`src/rtl/cprv_fetch_queue.sv`:
```
// cprv_fetch_queue: instruction fetch front end.
// Issues sequential imem requests under a credit scheme so every response is
// guaranteed a queue slot, buffers returned instructions in a circular FIFO
// for the ID stage, and discards stale responses after a redirect.
module cprv_fetch_queue #(
    parameter int unsigned               DATA_WIDTH = 64,
    parameter int unsigned               DEPTH      = 4,
    parameter int unsigned               MAX_OUTST  = 2,
    parameter logic [DATA_WIDTH-1:0]     RESET_PC   = '0
) (
    input  logic                         clk,
    input  logic                         rst,

    // redirect / flush
    input  logic                         redirect_i,
    input  logic [DATA_WIDTH-1:0]        redirect_pc_i,

    // imem request channel
    output logic                         valid_imem_o,
    input  logic                         ready_imem_i,
    output logic [DATA_WIDTH-1:0]        instr_addr_imem_o,

    // imem response channel
    input  logic                         valid_if_i,
    output logic                         ready_if_o,
    input  logic [DATA_WIDTH-1:0]        instr_data_imem_i,

    // ID stage channel
    output logic                         valid_id_o,
    input  logic                         ready_id_i,
    output logic [31:0]                  instr_data_id_o,
    output logic [DATA_WIDTH-1:0]        instr_pc_id_o,

    output logic [$clog2(DEPTH+1)-1:0]   level_o
);

    // ------------------------------------------------------------------
    // Local widths and constants
    // ------------------------------------------------------------------
    // CW holds 0..DEPTH; outst and dcnt never exceed DEPTH either.
    localparam int unsigned CW = $clog2(DEPTH + 1);
    localparam int unsigned PW = $clog2(DEPTH);

    localparam logic [CW-1:0]         DEPTH_C     = CW'(DEPTH);
    localparam logic [CW-1:0]         MAX_OUTST_C = CW'(MAX_OUTST);
    localparam logic [CW-1:0]         ONE_C       = CW'(1);
    localparam logic [PW-1:0]         PTR_ONE     = PW'(1);
    localparam logic [DATA_WIDTH-1:0] PC_STEP     = DATA_WIDTH'(4);

    typedef struct packed {
        logic [31:0]           instr;
        logic [DATA_WIDTH-1:0] pc;
    } entry_t;

    // ------------------------------------------------------------------
    // State
    // ------------------------------------------------------------------
    logic [DATA_WIDTH-1:0] fpc_q,    fpc_d;     // next request address
    logic [DATA_WIDTH-1:0] rpc_q,    rpc_d;     // PC of next kept response
    logic [CW-1:0]         count_q,  count_d;   // queue occupancy
    logic [CW-1:0]         outst_q,  outst_d;   // requests in flight
    logic [CW-1:0]         dcnt_q,   dcnt_d;    // responses still to discard
    logic [PW-1:0]         rd_ptr_q, rd_ptr_d;
    logic [PW-1:0]         wr_ptr_q, wr_ptr_d;

    entry_t                mem_q [DEPTH];

    // ------------------------------------------------------------------
    // Handshake decode
    // ------------------------------------------------------------------
    logic [CW:0] credit_sum;
    logic        credit_ok;
    logic        req_fire;
    logic        resp_fire;
    logic        push;
    logic        pop;
    logic        queue_nonempty;
    entry_t      push_entry;
    entry_t      head_entry;

    assign credit_sum     = {1'b0, outst_q} + {1'b0, count_q};
    assign credit_ok      = (outst_q < MAX_OUTST_C) && (credit_sum < {1'b0, DEPTH_C});
    assign queue_nonempty = (count_q != '0);

    // The request is a pure function of registered state plus redirect, so
    // once raised it stays raised and stable until accepted: outst only grows
    // on accept, and a push is always paired with an outst decrement.
    // It is also forced low while reset is held.
    assign valid_imem_o      = credit_ok && !redirect_i && !rst;
    assign instr_addr_imem_o = fpc_q;

    // Credits reserve a slot for every outstanding request, so responses
    // can always be taken.
    assign ready_if_o = 1'b1;

    assign req_fire  = valid_imem_o && ready_imem_i;
    assign resp_fire = valid_if_i && ready_if_o;

    // A response is kept only when no flush is in progress and nothing
    // older still needs discarding.
    assign push = resp_fire && !redirect_i && (dcnt_q == '0);

    assign valid_id_o = queue_nonempty && !redirect_i;
    assign pop        = valid_id_o && ready_id_i;

    assign push_entry.instr = instr_data_imem_i[31:0];
    assign push_entry.pc    = rpc_q;

    // The head slot is never written while it is occupied (the queue cannot
    // be full when a response arrives), so the outputs hold under stall.
    // The empty case reads as zero so that reset shows clean outputs even
    // though the storage itself is not reset.
    assign head_entry      = mem_q[rd_ptr_q];
    assign instr_data_id_o = queue_nonempty ? head_entry.instr : 32'h0;
    assign instr_pc_id_o   = queue_nonempty ? head_entry.pc    : '0;

    assign level_o = count_q;

    // ------------------------------------------------------------------
    // Next-state logic for PCs, counters and pointers
    // ------------------------------------------------------------------
    always_comb begin
        // NOTE: every variable gets a default first so no path can leave one
        // unassigned; a missing default in always_comb infers a latch.
        fpc_d    = fpc_q;
        rpc_d    = rpc_q;
        count_d  = count_q;
        outst_d  = outst_q;
        dcnt_d   = dcnt_q;
        rd_ptr_d = rd_ptr_q;
        wr_ptr_d = wr_ptr_q;

        // In-flight bookkeeping applies whether or not a redirect is active;
        // req_fire is already blocked during redirect.
        case ({req_fire, resp_fire})
            2'b10:   outst_d = outst_q + ONE_C;
            2'b01:   outst_d = outst_q - ONE_C;
            default: outst_d = outst_q;
        endcase

        if (redirect_i) begin
            // Flush: restart both PCs at the target, empty the queue and
            // discard everything still in flight after this cycle.
            fpc_d    = redirect_pc_i;
            rpc_d    = redirect_pc_i;
            count_d  = '0;
            rd_ptr_d = '0;
            wr_ptr_d = '0;
            dcnt_d   = outst_d;
        end else begin
            if (req_fire) begin
                fpc_d = fpc_q + PC_STEP;
            end

            if (resp_fire && (dcnt_q != '0)) begin
                dcnt_d = dcnt_q - ONE_C;
            end

            if (push) begin
                rpc_d    = rpc_q + PC_STEP;
                wr_ptr_d = wr_ptr_q + PTR_ONE;
            end

            if (pop) begin
                rd_ptr_d = rd_ptr_q + PTR_ONE;
            end

            case ({push, pop})
                2'b10:   count_d = count_q + ONE_C;
                2'b01:   count_d = count_q - ONE_C;
                default: count_d = count_q;
            endcase
        end
    end

    // Control state register with asynchronous reset.
    always_ff @(posedge clk or posedge rst) begin
        if (rst) begin
            fpc_q    <= RESET_PC;
            rpc_q    <= RESET_PC;
            count_q  <= '0;
            outst_q  <= '0;
            dcnt_q   <= '0;
            rd_ptr_q <= '0;
            wr_ptr_q <= '0;
        end else begin
            // NOTE: sequential state uses non-blocking assignments so every
            // register samples the pre-edge values regardless of order.
            fpc_q    <= fpc_d;
            rpc_q    <= rpc_d;
            count_q  <= count_d;
            outst_q  <= outst_d;
            dcnt_q   <= dcnt_d;
            rd_ptr_q <= rd_ptr_d;
            wr_ptr_q <= wr_ptr_d;
        end
    end

    // Queue storage write port.
    // NOTE: the storage array has no reset; occupancy and pointers decide
    // what is valid, and the read path masks stale contents.
    always_ff @(posedge clk) begin
        if (push) begin
            mem_q[wr_ptr_q] <= push_entry;
        end
    end

endmodule

```
`config.mk`:
```
export PLATFORM = sky130hd
export DESIGN_NAME = cprv_fetch_queue
export DESIGN_NICKNAME = d
export VERILOG_FILES = /design/src/rtl/cprv_fetch_queue.sv
export SDC_FILE = /design/constraint.sdc
export NUM_CORES = 1
export LEC_CHECK = 0
export ABC_AREA = 1
export CAP_MARGIN = 5
export CORE_MARGIN = 10
export CORE_UTILIZATION = 40
export CTS_BUF_LIST = sky130_fd_sc_hd__clkbuf_16
export DETAILED_ROUTE_END_ITERATION = 16
export GPL_ROUTABILITY_DRIVEN = 0
export PLACE_DENSITY = 0.7
export SLEW_MARGIN = 0
export SYNTH_ARGS = -nofsm -noshare
export SYNTH_HDL_FRONTEND = slang
export SYNTH_SLANG_ARGS = --single-unit
```
`constraint.sdc`:
```
create_clock -name clk -period 6.5 [get_ports clk]
set_input_delay 0.65 -clock clk [delete_from_list [all_inputs] [get_ports clk]]
set_output_delay 0.65 -clock clk [all_outputs]
set_load 0.1 [all_outputs]
```
==> results.toml, run 1 <==
[timing]
slew_headroom = 0.214
rsz0062_at_grt = "no"
tightest_slew_ns = 1.18
maxSlewViolCount = 0
fin_skew_ns = 0.0192
hold_viol = 0
fin_tns_setup_ns = 0
finalSetupViolCount = 0
max_clock_freq_mhz = 186
fin_crit_sh = 0.827
layout_min_cycle_time_ns = 5.38
worst_slack_ns = 1.12

[cts]
cts_sinks = 525
post_cts_resized = 0
postCtsHoldBufs = 0
h-tree-depth = 2
insertion_delay_ns = 0.62
clockRootBuffer = "clkbuf_16"
post_cts_buffers = 0
cts_max_path_buffers = 3
path_clk_slew_ns = 0.06
tritoncts = "done"
cts_made_buffers = 55

[critical_path]
endpoint_kind = "output port"
path_class = "reg -> out"
reg2reg_depth = 10
cp.arrival_ns = 4.73
slowest_stage = "clkdlybuf4s50_1"
max_stage_delay_ns = 1.21
cp_max_fo = 51
path_delay_family = "buffers and inverters"
critical_path_required_ns = 5.85
worst-path-buf-inv = 3
startpoint_type = "flip-flop"
rrSetupSlack_ns = 2.97
worstPathCellList = "clkinv_2, buf_4, nor2_1, o21ai_0, a21oi_1, clkdlybuf4s50_1"
worstReg2RegStart = "dcnt_q[0]"
r2r_end = "level_o[0]"

[drt]
via_count = 20100
wl_met2_mm = 34.6
route.antenna.remaining_nets = 0
wl_met3_mm = 5.90
wl_per_cell_um = 19.6
drt_wl_total_mm = 74.9
top_layer = "met4"
first_pass_iters = 6
avgViaCountPerCell = 5.24
drtIter0Drc = 2154
drt-met1-wl_mm = 31.6
drc_errors = 0

[pwr]
vdd_ir_drop_max_v = 0.000379
power.clock.fraction = 0.230
p_switching_w = 0.00693
power_density_mw_per_mm2 = 465
p_sw_frac = 0.491
pwr-share-seq = 0.305
comb_power_share = 0.465
p_int_w = 0.00719
p_leak_nw = 11.2

[global_route]
grt_usage = 0.199
grt_pass1_wl_mm = 114
antenna_found_initial = 0
grt_start_max_net_pins = 98
grt-ovfl-total = 0
grt_pass1_vias = 18900

[synth]
synth_edf_count = 384
synthFlopType = "edfxtp_1"
synthesis.nets = 2858
yosysSeqAreaShare = 0.603
ys_ff_latch = 525
synth.avg_cell_area_um2 = 9.21
synth.distinct_cells = 42
ys_async_sr_fraction = 0.269
yosysWarnings = 0
syn-cell-area_mm2 = 0.0250
synthCells = 2711

[floorplanning]
coreArea_mm2 = 0.0617
dieArea_mm2 = 0.0728
rows = 91
start_util = 0.405
die_x_um = 270
die_h_um = 270
ios = 300

[flow_run]
drv_cap = 0

[layout]
drive_above_1_share = 0.0579
layout.cells.most_common = "nor2_1"
nets = 3091
syn_to_final_growth_pct = 21.5
nFillCells = 5584
final_cell_mix = "nor2_1 (581), nand2_1 (529), edfxtp_1 (384)"
n_antenna_cell = 0

[place]
preCtsSetupSlack_ns = 1.64
io_buffers = 266
detailed_place_hpwl_mm = 50.1

[hold_path]
hp-class = "in -> async"

[run_status]
outcome = "finished, final reports clean"
power by group through the flow:
stage	registers, W	clock network (W)	logic, W
2_1_floorplan	0.00462	0	0.00455
3_3_place_gp	0.00435	0	0.00658
3_5_place_dp	0.00436	0	0.00661
4_1_cts	0.00430	0.00331	0.00663
5_1_grt	0.00434	0.00344	0.00690
6_report	0.00431	0.00325	0.00657
through the flow:
| step | hold slack [ns] | total power [W] | instances | area [um^2] | util |
|---|---|---|---|---|---|
| after global placement | 0.463 | 0.0109 | 3724 | 28500 | 0.461 |
| after detailed placement | 0.485 | 0.0110 | 3724 | 28500 | 0.461 |
| after CTS | 0.303 | 0.0142 | 3827 | 30400 | 0.492 |
| after floorplan | 0.452 | 0.00918 | 2711 | 25000 | - |
| after global routing | 0.331 | 0.0147 | 3827 | 30400 | 0.492 |
| final | 0.318 | 0.0141 | 3827 | 30400 | 0.492 |
registers in the layout, indices dropped and copies added (netlist names):
register           count
wr_ptr_q               2
level_o                3
rd_ptr_q               2
mem_q                384
instr_addr_imem_o     64
outst_q                3
dcnt_q                 3
rpc_q                 64
cell families (layout without fill, tap and decap cells):
group           after synthesis  in the layout  synth area share
simple gates               1369           1369             0.228
xor+xnor                     50             50            0.0175
other cells                   1              1          0.000150
fa+ha+maj                    13             13           0.00711
buf+inv                     308            587            0.0488
compound gates              445            445            0.0952
flops                       525            525             0.603
final cells by class:
cell class	instances	area (um^2)	area share
inverter	198	756	0.0249
clock buffer	55	1380	0.0453
tap	837	1050	0.0345
timing repair buffer	286	2870	0.0946
clock inverter	48	503	0.0166
sequential	525	15100	0.496
multi-input combinational	1878	8730	0.288
Yosys cell counts (16+ instances only):
cell type,count,area [um^2]
nor2_2,16,100
inv_1,190,713
edfxtp_1,384,11500
nor2_1,585,2200
nand3_1,136,681
nand2_1,529,1990
buf_2,25,125
nand4_1,38,238
o21ai_0,257,1290
a21oi_1,123,616
xnor2_1,22,193
nor3_1,19,95.1
clkbuf_1,71,267
xor2_1,28,245
dfrtp_1,141,3530
o211ai_1,41,308
routing by layer:
| metal | vias to the layer above | track usage |
|---|---|---|
| met5 | - | 0 |
| met4 | 0 | 0.0732 |
| met3 | 164 | 0.0460 |
| met2 | 743 | 0.319 |
| met1 | 9577 | 0.259 |
| li1 | 9568 | - |
worst max path at each step:
stage	startpoint	endpoint	slack [ns]	depth (start not counted)
finish	rd_ptr_q[1]	instr_pc_id_o[35]	1.12	6
global route	rd_ptr_q[1]	instr_pc_id_o[35]	0.87	6
CTS	rd_ptr_q[1]	instr_pc_id_o[35]	0.96	6
detailed placement	rd_ptr_q[1]	instr_pc_id_o[35]	1.64	6
global placement	rd_ptr_q[1]	instr_pc_id_o[35]	1.65	6
floorplan	valid_if_i	mem_q[0][0]	0.76	5
Power figures use the tool's default switching activity.
==> inputs of run 2 (changes only) <==
==> constraint.sdc (replaced) <==
create_clock -name clk -period 5.2 [get_ports clk]
set_input_delay 0.52 -clock clk [delete_from_list [all_inputs] [get_ports clk]]
set_output_delay 0.52 -clock clk [all_outputs]
set_load 0.1 [all_outputs]
==> results.toml, run 2 (synthesized netlist as in run 1, its figures left out) <==
[run_status]
outcome = "finished, final reports clean"

[layout]
largest_register_ffs = 384
nFillCells = 5655
layout.cells.most_common = "nor2_1"
syn_to_final_growth_pct = 20.8
n_antenna_cell = 0
postLayoutCoreUtil = 0.489
final_cell_mix = "nor2_1 (581), nand2_1 (529), edfxtp_1 (384)"
nets = 3098
drive_above_1_share = 0.0807
largest_register = "mem_q"

[pwr]
vdd_ir_drop_max_v = 0.000500
comb_power_share = 0.468
p_switching_w = 0.00870
p_sw_frac = 0.498
p_leak_nw = 11.3
p_int_w = 0.00875
power.clock.fraction = 0.223
pwr-share-seq = 0.309
power_density_mw_per_mm2 = 578

[cts]
post_cts_resized = 0
h-tree-depth = 2
insertion_delay_ns = 0.62
tritoncts = "done"
path_clk_slew_ns = 0.07
cts_made_buffers = 54
cts_sinks = 525
clockRootBuffer = "clkbuf_16"
cts_max_path_buffers = 3
postCtsHoldBufs = 0
post_cts_buffers = 0

[critical_path]
max_stage_delay_ns = 1.17
cp.arrival_ns = 4.00
critical_path_required_ns = 4.68
worst-path-buf-inv = 3
path_class = "reg -> out"
worstPathCellList = "clkinv_2, buf_4, nor2_1, o21ai_0, a21oi_1, clkdlybuf4s50_1"
endpoint_kind = "output port"
slowest_stage = "clkdlybuf4s50_1"
cp_max_fo = 31
path_delay_family = "buffers and inverters"
startpoint_type = "flip-flop"

[global_route]
antenna_found_initial = 1
grt_start_max_net_pins = 127
grt_pass1_vias = 19000
grt_pass1_wl_mm = 114
grt_usage = 0.200
grt-ovfl-total = 0

[drt]
route.antenna.remaining_nets = 0
avgViaCountPerCell = 5.20
drt_wl_total_mm = 74.8
drtIter0Drc = 1954
via_count = 19900
wl_per_cell_um = 19.5
first_pass_iters = 7
drc_errors = 0

[floorplanning]
ios = 300
start_util = 0.405
die_x_um = 270
die_h_um = 270
rows = 91
coreArea_mm2 = 0.0617
dieArea_mm2 = 0.0728

[timing]
fin_crit_sh = 0.868
max_clock_freq_mhz = 221
fin_skew_ns = 0.0180
hold_viol = 0
tightest_slew_ns = 1.04
maxSlewViolCount = 0
timing.hold.ws_ns = 0.233
slew_headroom = 0.304
finalSetupViolCount = 0
rsz0062_at_grt = "no"
layout_min_cycle_time_ns = 4.52

[flow_run]
drv_cap = 0

[place]
detailed_place_hpwl_mm = 50.8
io_buffers = 266

[hold_path]
hp-class = "in -> async"
## run 2: cell types whose count changed in the layout (fill, tap and decap cells not counted), moves of 3 or more
| cell | before | now |
|---|---|---|
| clkinv_1 | 12 | 16 |
| bufinv_16 | 9 | 6 |
| clkdlybuf4s50_1 | 265 | 203 |
| clkinvlp_4 | 7 | 2 |
| inv_6 | 1 | 4 |
| buf_4 | 15 | 84 |
| clkinv_2 | 9 | 14 |
| inv_1 | 198 | 194 |
## run 2: stage by stage
stage	instances	instance area [um^2]	setup WS, ns	total power (W)	TNS, ns
floorplan	2711	25000	-0.498	0.0115	-191.27
global placement	3732	28400	1.22	0.0136	0
detailed placement	3732	28400	1.24	0.0137	0
CTS	3834	30200	0.565	0.0176	0
global route	3834	30200	0.447	0.0181	0
finish	3834	30200	0.684	0.0174	0
## run 2: area by class of cell
cell class	count	area [um^2]	area share
inverters	198	756	0.0251
flip-flops and latches	525	15100	0.499
clock inverters	47	400	0.0133
clock buffers	55	1380	0.0456
multi-input cells	1878	8730	0.289
well taps	837	1050	0.0347
repair buffers	294	2790	0.0924
## run 2: worst paths after layout
| kind | from | endpoint | slack [ns] | cells after the start |
|---|---|---|---|---|
| max | rd_ptr_q[1] | instr_data_id_o[28] | 0.68 | 6 |
| min | rst | instr_addr_imem_o[13] | 0.23 | 2 |
| max reg2reg | dcnt_q[0] | mem_q[3][74] | 2.16 | 7 |
| min reg2reg | instr_addr_imem_o[0] | instr_addr_imem_o[0] | 0.48 | 2 |
| max in group asynchronous | rst | rd_ptr_q[0] | 3.63 | 3 |
| min in group clk | redirect_i | dcnt_q[2] | 0.45 | 3 |
## run 2: power groups by stage
stage	registers (W)	clock network (W)	logic, W
finish	0.00539	0.00389	0.00817
global route	0.00544	0.00414	0.00856
CTS	0.00538	0.00397	0.00823
detailed placement	0.00546	0	0.00821
global placement	0.00545	0	0.00817
floorplan	0.00578	0	0.00569
## run 2: metal layers
layer / share of wire / track usage / vias to the layer above
met5: 0.00017 / 0 / -
met4: 0.030 / 0.0664 / 2
met3: 0.079 / 0.0396 / 123
met2: 0.47 / 0.327 / 772
met1: 0.42 / 0.264 / 9432
li1: - / - / 9597
## run 2: worst register-to-register path, delay by kind of cell, from the launching register on
kind | cells | cell delay [ns]
buffers and inverters | 2 | 0.67
AND/OR/NAND/NOR | 4 | 1.43
adder cells (fa/ha/maj) | 1 | 0.15
flip-flops | 1 | 0.38
==> inputs of run 3 (changes only) <==
--- a/config.mk
+++ b/config.mk
@@ -12,6 +12,7 @@
 export CTS_BUF_LIST = sky130_fd_sc_hd__clkbuf_16
 export DETAILED_ROUTE_END_ITERATION = 16
 export GPL_ROUTABILITY_DRIVEN = 0
+export HOLD_SLACK_MARGIN = 0.1
 export PLACE_DENSITY = 0.7
 export SLEW_MARGIN = 0
 export SYNTH_ARGS = -nofsm -noshare
==> results of run 3 <==
The final DEF is identical to that of run 2; final timing and power are the same.
